**src/rtl/instr_fetch_pkg.sv**
```systemverilog
// Shared definitions for the instruction fetch stage and its consumers.
//   fetch_state_e : fetch controller states (BOOT, RUN, HALT)
//   NOP_INSTR_C   : bubble encoding (addi x0,x0,0) placed in IF/ID
//   PC_INCR       : byte distance between sequential instructions
//   if_id_t       : IF/ID record {pc, instr, valid} for the decode stage
package instr_fetch_pkg;

  localparam int          IF_ADDR_WIDTH = 8;
  localparam int          PC_INCR       = 4;
  localparam logic [31:0] NOP_INSTR_C   = 32'h0000_0013;

  typedef enum logic [1:0] {
    ST_BOOT = 2'd0,
    ST_RUN  = 2'd1,
    ST_HALT = 2'd2
  } fetch_state_e;

  typedef struct packed {
    logic [IF_ADDR_WIDTH-1:0] pc;
    logic [31:0]              instr;
    logic                     valid;
  } if_id_t;

endpackage

```
**src/rtl/instr_fetch_stage_if_id_reg.sv**
```systemverilog
// IF/ID pipeline register.
//   clk, reset        : clock, synchronous active-high reset
//   hold              : keep the current contents (stall / boot)
//   flush             : replace contents with a bubble (wins over hold)
//   next_pc/next_instr: instruction captured when neither hold nor flush
//   pc, instr, valid  : registered IF/ID contents
// A bubble keeps the last pc value; only instr and valid mark it as empty.
module if_id_reg
  import instr_fetch_pkg::*;
#(
  parameter int          ADDR_WIDTH = IF_ADDR_WIDTH,
  parameter logic [31:0] NOP_INSTR  = NOP_INSTR_C
) (
  input  logic                  clk,
  input  logic                  reset,
  input  logic                  hold,
  input  logic                  flush,
  input  logic [ADDR_WIDTH-1:0] next_pc,
  input  logic [31:0]           next_instr,
  output logic [ADDR_WIDTH-1:0] pc,
  output logic [31:0]           instr,
  output logic                  valid
);

  // NOTE: state registers are written with non-blocking assignments so every
  // flop samples the pre-edge values regardless of statement order.
  always_ff @(posedge clk) begin
    if (reset) begin
      pc    <= '0;
      instr <= NOP_INSTR;
      valid <= 1'b0;
    end else if (flush) begin
      instr <= NOP_INSTR;
      valid <= 1'b0;
    end else if (!hold) begin
      pc    <= next_pc;
      instr <= next_instr;
      valid <= 1'b1;
    end
  end

endmodule

```
**src/rtl/instr_fetch_stage.sv**
```systemverilog
// Instruction fetch stage: owns the PC, addresses an asynchronous-read
// instruction memory and fills the IF/ID register for decode.
//   clk, reset        : clock, synchronous active-high reset
//   stall             : decode hazard; freeze PC and IF/ID
//   branch_taken      : redirect from execute to branch_target (word aligned)
//   halt              : stop fetching until reset
//   instruction       : memory word for inst_addr, same cycle
//   inst_addr         : memory byte address (the PC register)
//   if_id_pc/instr/valid : IF/ID contents
//   fetch_count       : saturating count of valid instructions latched
//   halted            : controller is in HALT
module instr_fetch_stage
  import instr_fetch_pkg::*;
#(
  parameter int                    ADDR_WIDTH  = IF_ADDR_WIDTH,
  parameter logic [ADDR_WIDTH-1:0] RESET_PC    = '0,
  parameter logic [31:0]           NOP_INSTR   = NOP_INSTR_C,
  parameter int                    COUNT_WIDTH = 16
) (
  input  logic                   clk,
  input  logic                   reset,
  input  logic                   stall,
  input  logic                   branch_taken,
  input  logic [ADDR_WIDTH-1:0]  branch_target,
  input  logic                   halt,
  input  logic [31:0]            instruction,
  output logic [ADDR_WIDTH-1:0]  inst_addr,
  output logic [ADDR_WIDTH-1:0]  if_id_pc,
  output logic [31:0]            if_id_instr,
  output logic                   if_id_valid,
  output logic [COUNT_WIDTH-1:0] fetch_count,
  output logic                   halted
);

  localparam logic [ADDR_WIDTH-1:0] PC_STEP = ADDR_WIDTH'(PC_INCR);

  fetch_state_e          state;
  logic [ADDR_WIDTH-1:0] pc;
  logic                  capture;
  logic                  flush;

  assign inst_addr = pc;

  // IF/ID control: halt and redirect both squash the instruction currently
  // being fetched; HALT keeps re-asserting the bubble; BOOT and stall hold.
  // NOTE: every always_comb output gets a default first so no path leaves it
  // unassigned, which would otherwise infer a latch.
  always_comb begin
    capture = 1'b0;
    flush   = 1'b0;
    unique case (state)
      ST_RUN: begin
        if (halt || branch_taken) flush = 1'b1;
        else if (!stall)          capture = 1'b1;
      end
      ST_HALT: flush = 1'b1;
      default: ;
    endcase
  end

  // Controller, PC and counter. Priority in RUN: halt, branch, stall, fetch.
  always_ff @(posedge clk) begin
    if (reset) begin
      state       <= ST_BOOT;
      pc          <= RESET_PC;
      fetch_count <= '0;
      halted      <= 1'b0;
    end else begin
      unique case (state)
        ST_BOOT: state <= ST_RUN;
        ST_RUN: begin
          if (halt) begin
            state  <= ST_HALT;
            halted <= 1'b1;
          end else if (branch_taken) begin
            pc <= {branch_target[ADDR_WIDTH-1:2], 2'b00};
          end else if (!stall) begin
            pc <= pc + PC_STEP;
            if (fetch_count != '1) fetch_count <= fetch_count + 1'b1;
          end
        end
        ST_HALT: ;
        default: state <= ST_BOOT;
      endcase
    end
  end

  if_id_reg #(
    .ADDR_WIDTH (ADDR_WIDTH),
    .NOP_INSTR  (NOP_INSTR)
  ) u_if_id (
    .clk        (clk),
    .reset      (reset),
    .hold       (!capture),
    .flush      (flush),
    .next_pc    (pc),
    .next_instr (instruction),
    .pc         (if_id_pc),
    .instr      (if_id_instr),
    .valid      (if_id_valid)
  );

endmodule

```
**config.mk**
```make
export PLATFORM = sky130hd
export DESIGN_NAME = instr_fetch_stage
export DESIGN_NICKNAME = d
export VERILOG_FILES = /design/src/rtl/instr_fetch_pkg.sv /design/src/rtl/instr_fetch_stage_if_id_reg.sv /design/src/rtl/instr_fetch_stage.sv
export SDC_FILE = /design/constraint.sdc
export NUM_CORES = 1
export LEC_CHECK = 0
export CAP_MARGIN = 20
export CORE_MARGIN = 2
export CORE_UTILIZATION = 40
export DETAILED_ROUTE_END_ITERATION = 10
export HOLD_SLACK_MARGIN = 0.05
export PLACE_DENSITY = 0.82
export SLEW_MARGIN = 20
export SYNTH_ARGS = -nofsm -noshare
export SYNTH_HDL_FRONTEND = slang
export SYNTH_SLANG_ARGS = --single-unit
```
**constraint.sdc**
```tcl
create_clock -name clk -period 2.75 [get_ports clk]
set_input_delay 0.55 -clock clk [delete_from_list [all_inputs] [get_ports clk]]
set_output_delay 0.55 -clock clk [all_outputs]
set_load 0.1 [all_outputs]
```
==> key figures, run 1 <==
Status
  – Outcome: complete, no violations

Global routing
  – First-pass GRT wire length: between 10 and 15 mm
  – Largest net degree at the start of global routing: 34
  – Initial antenna violation count: 0
  – Vias in the first global route: 2,580
  – Remaining Overflow, GRT: 0
  – Busiest grt layer: met2
  – All-Layer GR Usage: between 10% and 20%
  – M1 GR Usage: between 20% and 30%
  – Met3 usage: 7.71%
  – Met2 Usage GRT: ~32%

Floorplan
  – Initial core utilization: 40.8%
  – DIE HEIGHT: 86.8 um
  – Core ar.: ~6700 sq um
  – Row cnt: 30
  – Die area: 7540 sq um
  – Die width: about 87 um
  – # IOs: 111

STA
  – Min Tclk post-route: 2.41 ns
  – Worst rel slew slack: about three fifths
  – Count of final hold-check violations: 0
  – Final setup TNS: 0 ns
  – Worst Skew: just under 0.008 ns
  – RSZ-0062 raised after global routing: false
  – Worst Tran Pin Value: 0.570 ns
  – Final setup viols: 0
  – Max Fclk: a little over 0.4 GHz
  – Period utilization: slightly below 90%
  – Pins Over Slew Limit: 0

Yosys
  – Synth top area share: between 40% and 50%
  – Ys flop type: dfxtp_1
  – Synthesized area: 2740 sq um
  – Synth area leaders: dfxtp_1 (47%), nand2_1 (12%), a21oi_1 (9.8%)
  – Asr flop ratio synth: 0%
  – Flops & latches, synth: 64
  – Most frequent cell after synthesis: nand2_1
  – Syn_area_per_cell: between 7 and 8 sq um
  – Netlist cell types: 39
  – Synth Instances: between 300 and 400
  – Sequential-to-total area share from yosys stat: 46.7%
  – Number of synthesized flops with an enable pin: 0
  – Number of synthesis warnings: 0
  – Synth top cells by count: nand2_1 (88), dfxtp_1 (64), a21oi_1 (54), clkbuf_1 (19), o21ai_0 (14)
  – Synth area leader: dfxtp_1

Final layout
  – Layout fillers: 615
  – N_diodes: 0
  – Fin util: between 50 and 60%
  – Fin nets: roughly 500
  – Synthesis-to-layout area growth: 43.7%
  – Proportion of layout cells with a drive suffix above 1: around a fifth

Worst hold path
  – Worst min-delay path class: flop to flop

Routing
  – Drt first pass iters: 4
  – DR vias: approximately 2,800
  – Via density: 5.28
  – Routed len/inst: ~13 um
  – WL final: 6.98 mm
  – Number of remaining DRC errors: 0
  – Post-DRT Antenna Nets: 0
  – DR iter-0 viols: 94

CTS
  – Cts repair resizes: 0
  – CTS tree: done
  – Num Clock Sinks: between 60 and 70
  – CTS Hold Buffers Added: 0
  – H-tree levels: 3
  – Cts bufs inserted: 9
  – Postcts setup bufs: 0
  – Clk Latency, worst-skew pair: ~0.34 ns
  – CTS Root Cell: clkbuf_8
  – Clock-pin transition on the worst setup and hold timing paths: approximately 0.070 ns
  – Max Buffers Root-to-Sink: 2

Placement
  – DP HPWL: about 4.9 mm
  – I/O Buffers: around 100
  – RD Place Congestion: 0.749

Worst setup path
  – Critical path peak fanout: 11
  – CP Capture Type: flop
  – Startpoint Class: input pin
  – Buffer and inverter count on the worst path: 2
  – Required @ worst endpoint: approximately 3 ns
  – Worst path max stage delay: roughly 0.61 ns
  – Setup CP Type: input pin to flop
  – Slowest CP cell: or4b_1
  – Critical Path AT: 2.65 ns
  – Cells along the critical path: clkdlybuf4s50_1 > or4b_1 > buf_4 > nor4_1 > a31oi_1 > o21a_1
  – CP delay by family, top: simple AND/OR/NAND/NOR gates

Run
  – MaxCap Viol Count: 0

Power
  – Max VDD drop: 344 uV
  – Power per cell area: about 580 nW/um^2
  – Pleak: between 1.5 and 2 nW
## layout make-up
| class | count | area, sq um | share of cell area, % |
|---|---|---|---|
| clock buffer | 12 | 155 | 3.93 |
| clock inverter | 3 | 65.1 | 1.65 |
| inverter | 5 | 18.8 | 0.476 |
| multi-input combinational | 253 | 1360 | 34.4 |
| sequential | 64 | 1280 | 32.5 |
| tap | 80 | 100 | 2.54 |
| timing repair buffer | 115 | 968 | 24.6 |
## stage by stage
stage	cell area [sq um]	cells	worst slack [ns]	hold WS, ns	power [W]
finish	3940	532	0.335	0.456	0.00229
detailed placement	3720	517	0.0318	0.449	0.00141
CTS	3940	532	0.381	0.459	0.00232
global route	3940	532	0.328	0.475	0.00237
global placement	3720	517	0.203	0.442	0.00140
floorplan	2760	346	0.0229	0.471	0.00128
## metal layers
| layer | wire length (um) | share of wire (%) |
|---|---|---|
| met2 | 3440 | 49 |
| met3 | 563 | 8.1 |
| met1 | 2860 | 41 |
| met4 | 121 | 1.7 |
| met5 | 0 | 0 |
## cells in the final DEF (no fill, tap or decap), types with 2 or more instances in the layout
| cell | Yosys | final |
|---|---|---|
| nand2_1 | 88 | 88 |
| nand3b_1 | 3 | 3 |
| nand2b_1 | 3 | 3 |
| conb_1 | 1 | 4 |
| nor2b_1 | 2 | 2 |
| or3_1 | 7 | 7 |
| a21oi_1 | 54 | 54 |
| nand4_1 | 7 | 7 |
| and4_1 | 3 | 3 |
| o21a_1 | 4 | 4 |
| clkdlybuf4s50_1 | 0 | 42 |
| nand3_1 | 12 | 12 |
| ha_1 | 5 | 5 |
| buf_4 | 4 | 73 |
| dfxtp_1 | 64 | 64 |
| or4_1 | 7 | 7 |
| nor2_1 | 10 | 10 |
| clkbuf_8 | 0 | 11 |
| bufinv_16 | 0 | 2 |
| inv_1 | 5 | 5 |
| a31oi_1 | 4 | 4 |
| o31ai_1 | 8 | 8 |
| o21ai_0 | 14 | 14 |
## worst paths after layout
kind	startpoint	endpoint	slack, ns	cells after the start
hold reg to reg	u_if_id.instr[14]$_SDFFE_PP0P_	u_if_id.instr[14]$_SDFFE_PP0P_	0.46	2
hold / removal	u_if_id.instr[14]$_SDFFE_PP0P_	u_if_id.instr[14]$_SDFFE_PP0P_	0.46	2
setup / recovery	branch_taken	fetch_count[10]$_SDFFE_PP0P_	0.34	6
setup reg to reg	state[1]$_SDFFE_PP0P_	fetch_count[10]$_SDFFE_PP0P_	0.41	7
## power breakdown
| part | internal [W] | switching, W | total (W) |
|---|---|---|---|
| sequential | 0.000952 | 0.0000202 | 0.000973 |
| combinational | 0.000129 | 0.000282 | 0.000411 |
| clock | 0.000554 | 0.000351 | 0.000905 |
| total | 0.00164 | 0.000653 | 0.00229 |
## sequential cells by signal, summed over array words and instances, names as in the netlist
name	flops
inst_addr	6
fetch_count	16
state	2
u_if_id.instr	32
u_if_id.pc	6
u_if_id.valid	1
halted	1
## logic make-up after synthesis
family / synth area share [%]
AO/OA/AOI/OAI: 19.0
multiplexers: 0.775
AND/OR/NAND/NOR: 26.6
buffers and inverters: 4.56
adder cells (fa/ha/maj): 2.28
flip-flops: 46.7
other: 0.137
## tightest hold or removal path, cell delays in order, from the launching register on
cell and delay [ns]:
dfxtp_1 0.31, nand2_1 0.05, a21oi_1 0.05
Note: power is estimated with default switching activity, not from simulation.
==> inputs of run 2 (changes only) <==
--- a/config.mk
+++ b/config.mk
@@ -7,10 +7,10 @@
 export LEC_CHECK = 0
 export CAP_MARGIN = 20
 export CORE_MARGIN = 2
-export CORE_UTILIZATION = 40
+export CORE_UTILIZATION = 43
 export DETAILED_ROUTE_END_ITERATION = 10
 export HOLD_SLACK_MARGIN = 0.05
-export PLACE_DENSITY = 0.82
+export PLACE_DENSITY = 0.87
 export SLEW_MARGIN = 20
 export SYNTH_ARGS = -nofsm -noshare
 export SYNTH_HDL_FRONTEND = slang
==> key figures, run 2 (synthesis gave the netlist of run 1 again) <==
Power
  – Pint: 0.00159 W (-2.7%)
  – Share of power burned in registers: 43.0% (+0.5 points)
  – Gate power share: 18.2% (+0.2 points)
  – Power per cell area: 575 nW/um^2 (-0.92%)
  – Switching pwr: 0.000669 W (+2.6%)
  – Pleak: 1.49 nW (-0.64%)
  – Clock share of power: 38.7% (-0.8 points)
  – Max VDD drop: 437 uV (+27%)
  – Switching share of power: 29.6% (+1.1 points)

CTS
  – Clk Latency, worst-skew pair: 0.34 ns (about the same)
  – CTS Hold Buffers Added: 0 (unchanged)
  – Clock-pin transition on the worst setup and hold timing paths: 0.07 ns (about the same)
  – Postcts setup bufs: 0 (unchanged)
  – H-tree levels: 3 (unchanged)
  – CTS tree: done
  – CTS Root Cell: clkbuf_8
  – Cts repair resizes: 0 (unchanged)
  – Max Buffers Root-to-Sink: 2 (unchanged)
  – Num Clock Sinks: 64 (unchanged)
  – Cts bufs inserted: 9 (unchanged)

Routing
  – DR iter-0 viols: 115 (+22%)
  – Routed len/inst: 13.5 um (+2.7%)
  – Via density: 5.32 (+0.88%)
  – WL final: 7.15 mm (+2.3%)
  – Number of remaining DRC errors: 0 (unchanged)
  – DR vias: 2,822 (+0.50%)
  – Drt first pass iters: 4 (unchanged)
  – Post-DRT Antenna Nets: 0 (unchanged)

Floorplan
  – Die area: 7040 sq um (-6.7%)
  – Die width: 83.9 um (-3.4%)
  – Initial core utilization: 43.7% (+2.9 points)
  – Core ar.: 6280 sq um (-6.6%)
  – Row cnt: 29 (-3.3%)
  – DIE HEIGHT: 83.9 um (-3.4%)
  – # IOs: 111 (unchanged)

Global routing
  – First-pass GRT wire length: 11.8 mm (+5.5%)
  – Initial antenna violation count: 0 (unchanged)
  – Vias in the first global route: 2,631 (+2.0%)
  – Largest net degree at the start of global routing: 34 (unchanged)
  – All-Layer GR Usage: 20.4% (+1.8 points)
  – Remaining Overflow, GRT: 0 (unchanged)

STA
  – Max Fclk: 0.443 GHz (+7.0%)
  – Count of final hold-check violations: 0 (unchanged)
  – Final setup TNS: 0 ns (unchanged)
  – Final setup viols: 0 (unchanged)
  – Min Tclk post-route: 2.26 ns (-0.158 ns)
  – Worst rel slew slack: 56.2% (-5.4 points)
  – Period utilization: 82.1% (-5.7 points)
  – Worst Tran Pin Value: 0.650 ns (+0.0797 ns)
  – Worst Skew: 0.00651 ns (-0.00123 ns)
  – RSZ-0062 raised after global routing: false
  – Pins Over Slew Limit: 0 (unchanged)

Final layout
  – Layout fillers: 552 (-10%)
  – Cell area after layout: 3930 sq um (-0.29%)
  – N_diodes: 0 (unchanged)
  – Max reg flops: 32 (unchanged)
  – Synthesis-to-layout area growth: 43.3%
  – Largest registers: u_if_id.instr (32), fetch_count (16)
  – Fin nets: 498 (unchanged)
  – Proportion of layout cells with a drive suffix above 1: 20.5% (-0.045 points)
  – Most common cell after layout, fill and taps aside: nand2_1
  – Most flops, register: u_if_id.instr
  – Most frequent cells in the layout: nand2_1 (88), buf_4 (73), dfxtp_1 (64)

Placement
  – Placed Area: 3720 sq um (-0.10%)
  – I/O Buffers: 104 (unchanged)
  – RD Place Congestion: 0.782 (+4.4%)
  – DP HPWL: 5.09 mm (+3.5%)

Worst setup path
  – Origin of the worst setup path: branch_taken
  – FF-to-FF Start: state[1]$_SDFFE_PP0P_
  – Critical Path AT: 2.49 ns (-0.16 ns)
  – Required @ worst endpoint: 2.98 ns (about the same)
  – Startpoint Class: input pin
  – CP Capture Type: flop
  – Critical path peak fanout: 19 (+8)
  – Setup CP Type: input pin to flop

Status
  – Outcome: complete, no violations

Worst hold path
  – Worst min-delay path class: flop to flop
  – Hold path startpoint: u_if_id.instr[29]$_SDFFE_PP0P_

Run
  – MaxCap Viol Count: 0 (unchanged)
-- run 2: cell count changes in the layout (fill, tap and decap cells not counted) --
cell        change
clkbuf_8        -2
clkbuf_1        +1
clkinv_4        +1
clkinvlp_4      +1
-- run 2: critical path, stage by stage --
cell and delay [ns]:
clkdlybuf4s50_1 0.41, buf_4 0.21, nor4b_4 0.40, nand3_2 0.14
a2111oi_2 0.40, mux2_2 0.38
-- run 2: area by class of cell --
type | instances | area, sq um | share of cell area [%]
Multi-Input combinational cell | 253 | 1360 | 34.5
Sequential cell | 64 | 1280 | 32.6
Timing Repair Buffer | 115 | 968 | 24.6
Clock buffer | 11 | 131 | 3.34
Tap cell | 77 | 96.3 | 2.45
Clock inverter | 5 | 81.3 | 2.07
Inverter | 5 | 18.8 | 0.477
-- run 2: path summary, 6_finish.rpt --
check / slack, ns / to / cells past startpoint
max: 0.49 / fetch_count[12]$_SDFFE_PP0P_ / 6
min: 0.45 / u_if_id.instr[29]$_SDFFE_PP0P_ / 2
max reg2reg: 0.52 / fetch_count[7]$_SDFFE_PP0P_ / 6
min reg2reg: 0.45 / u_if_id.instr[29]$_SDFFE_PP0P_ / 2
-- run 2: through the flow --
| step | cells | power (W) | setup WS (ns) | utilization, % | hold WS, ns |
|---|---|---|---|---|---|
| after floorplan | 346 | 0.00128 | 0.0229 | - | 0.471 |
| after global placement | 514 | 0.00140 | 0.180 | 59.3 | 0.442 |
| after detailed placement | 514 | 0.00141 | 0.149 | 59.3 | 0.447 |
| after CTS | 530 | 0.00228 | 0.512 | 62.6 | 0.456 |
| after global routing | 530 | 0.00234 | 0.381 | 62.6 | 0.476 |
| final | 530 | 0.00226 | 0.493 | 62.6 | 0.454 |
-- run 2: power groups by stage --
| stage | combinational, W | sequential [W] | clock (W) |
|---|---|---|---|
| global route | 0.000437 | 0.000976 | 0.000925 |
| detailed placement | 0.000412 | 0.000994 | 0 |
| CTS | 0.000414 | 0.000973 | 0.000889 |
| finish | 0.000413 | 0.000973 | 0.000876 |
| global placement | 0.000404 | 0.000992 | 0 |
| floorplan | 0.000141 | 0.00114 | 0 |
-- run 2: layer usage --
layer	part of all wire [%]	wire (um)	track usage (%)
met2	49	3470	34.4
met1	42	2980	23.1
met4	1.4	103	7.77
met3	8.2	586	8.11
met5	0	0	0
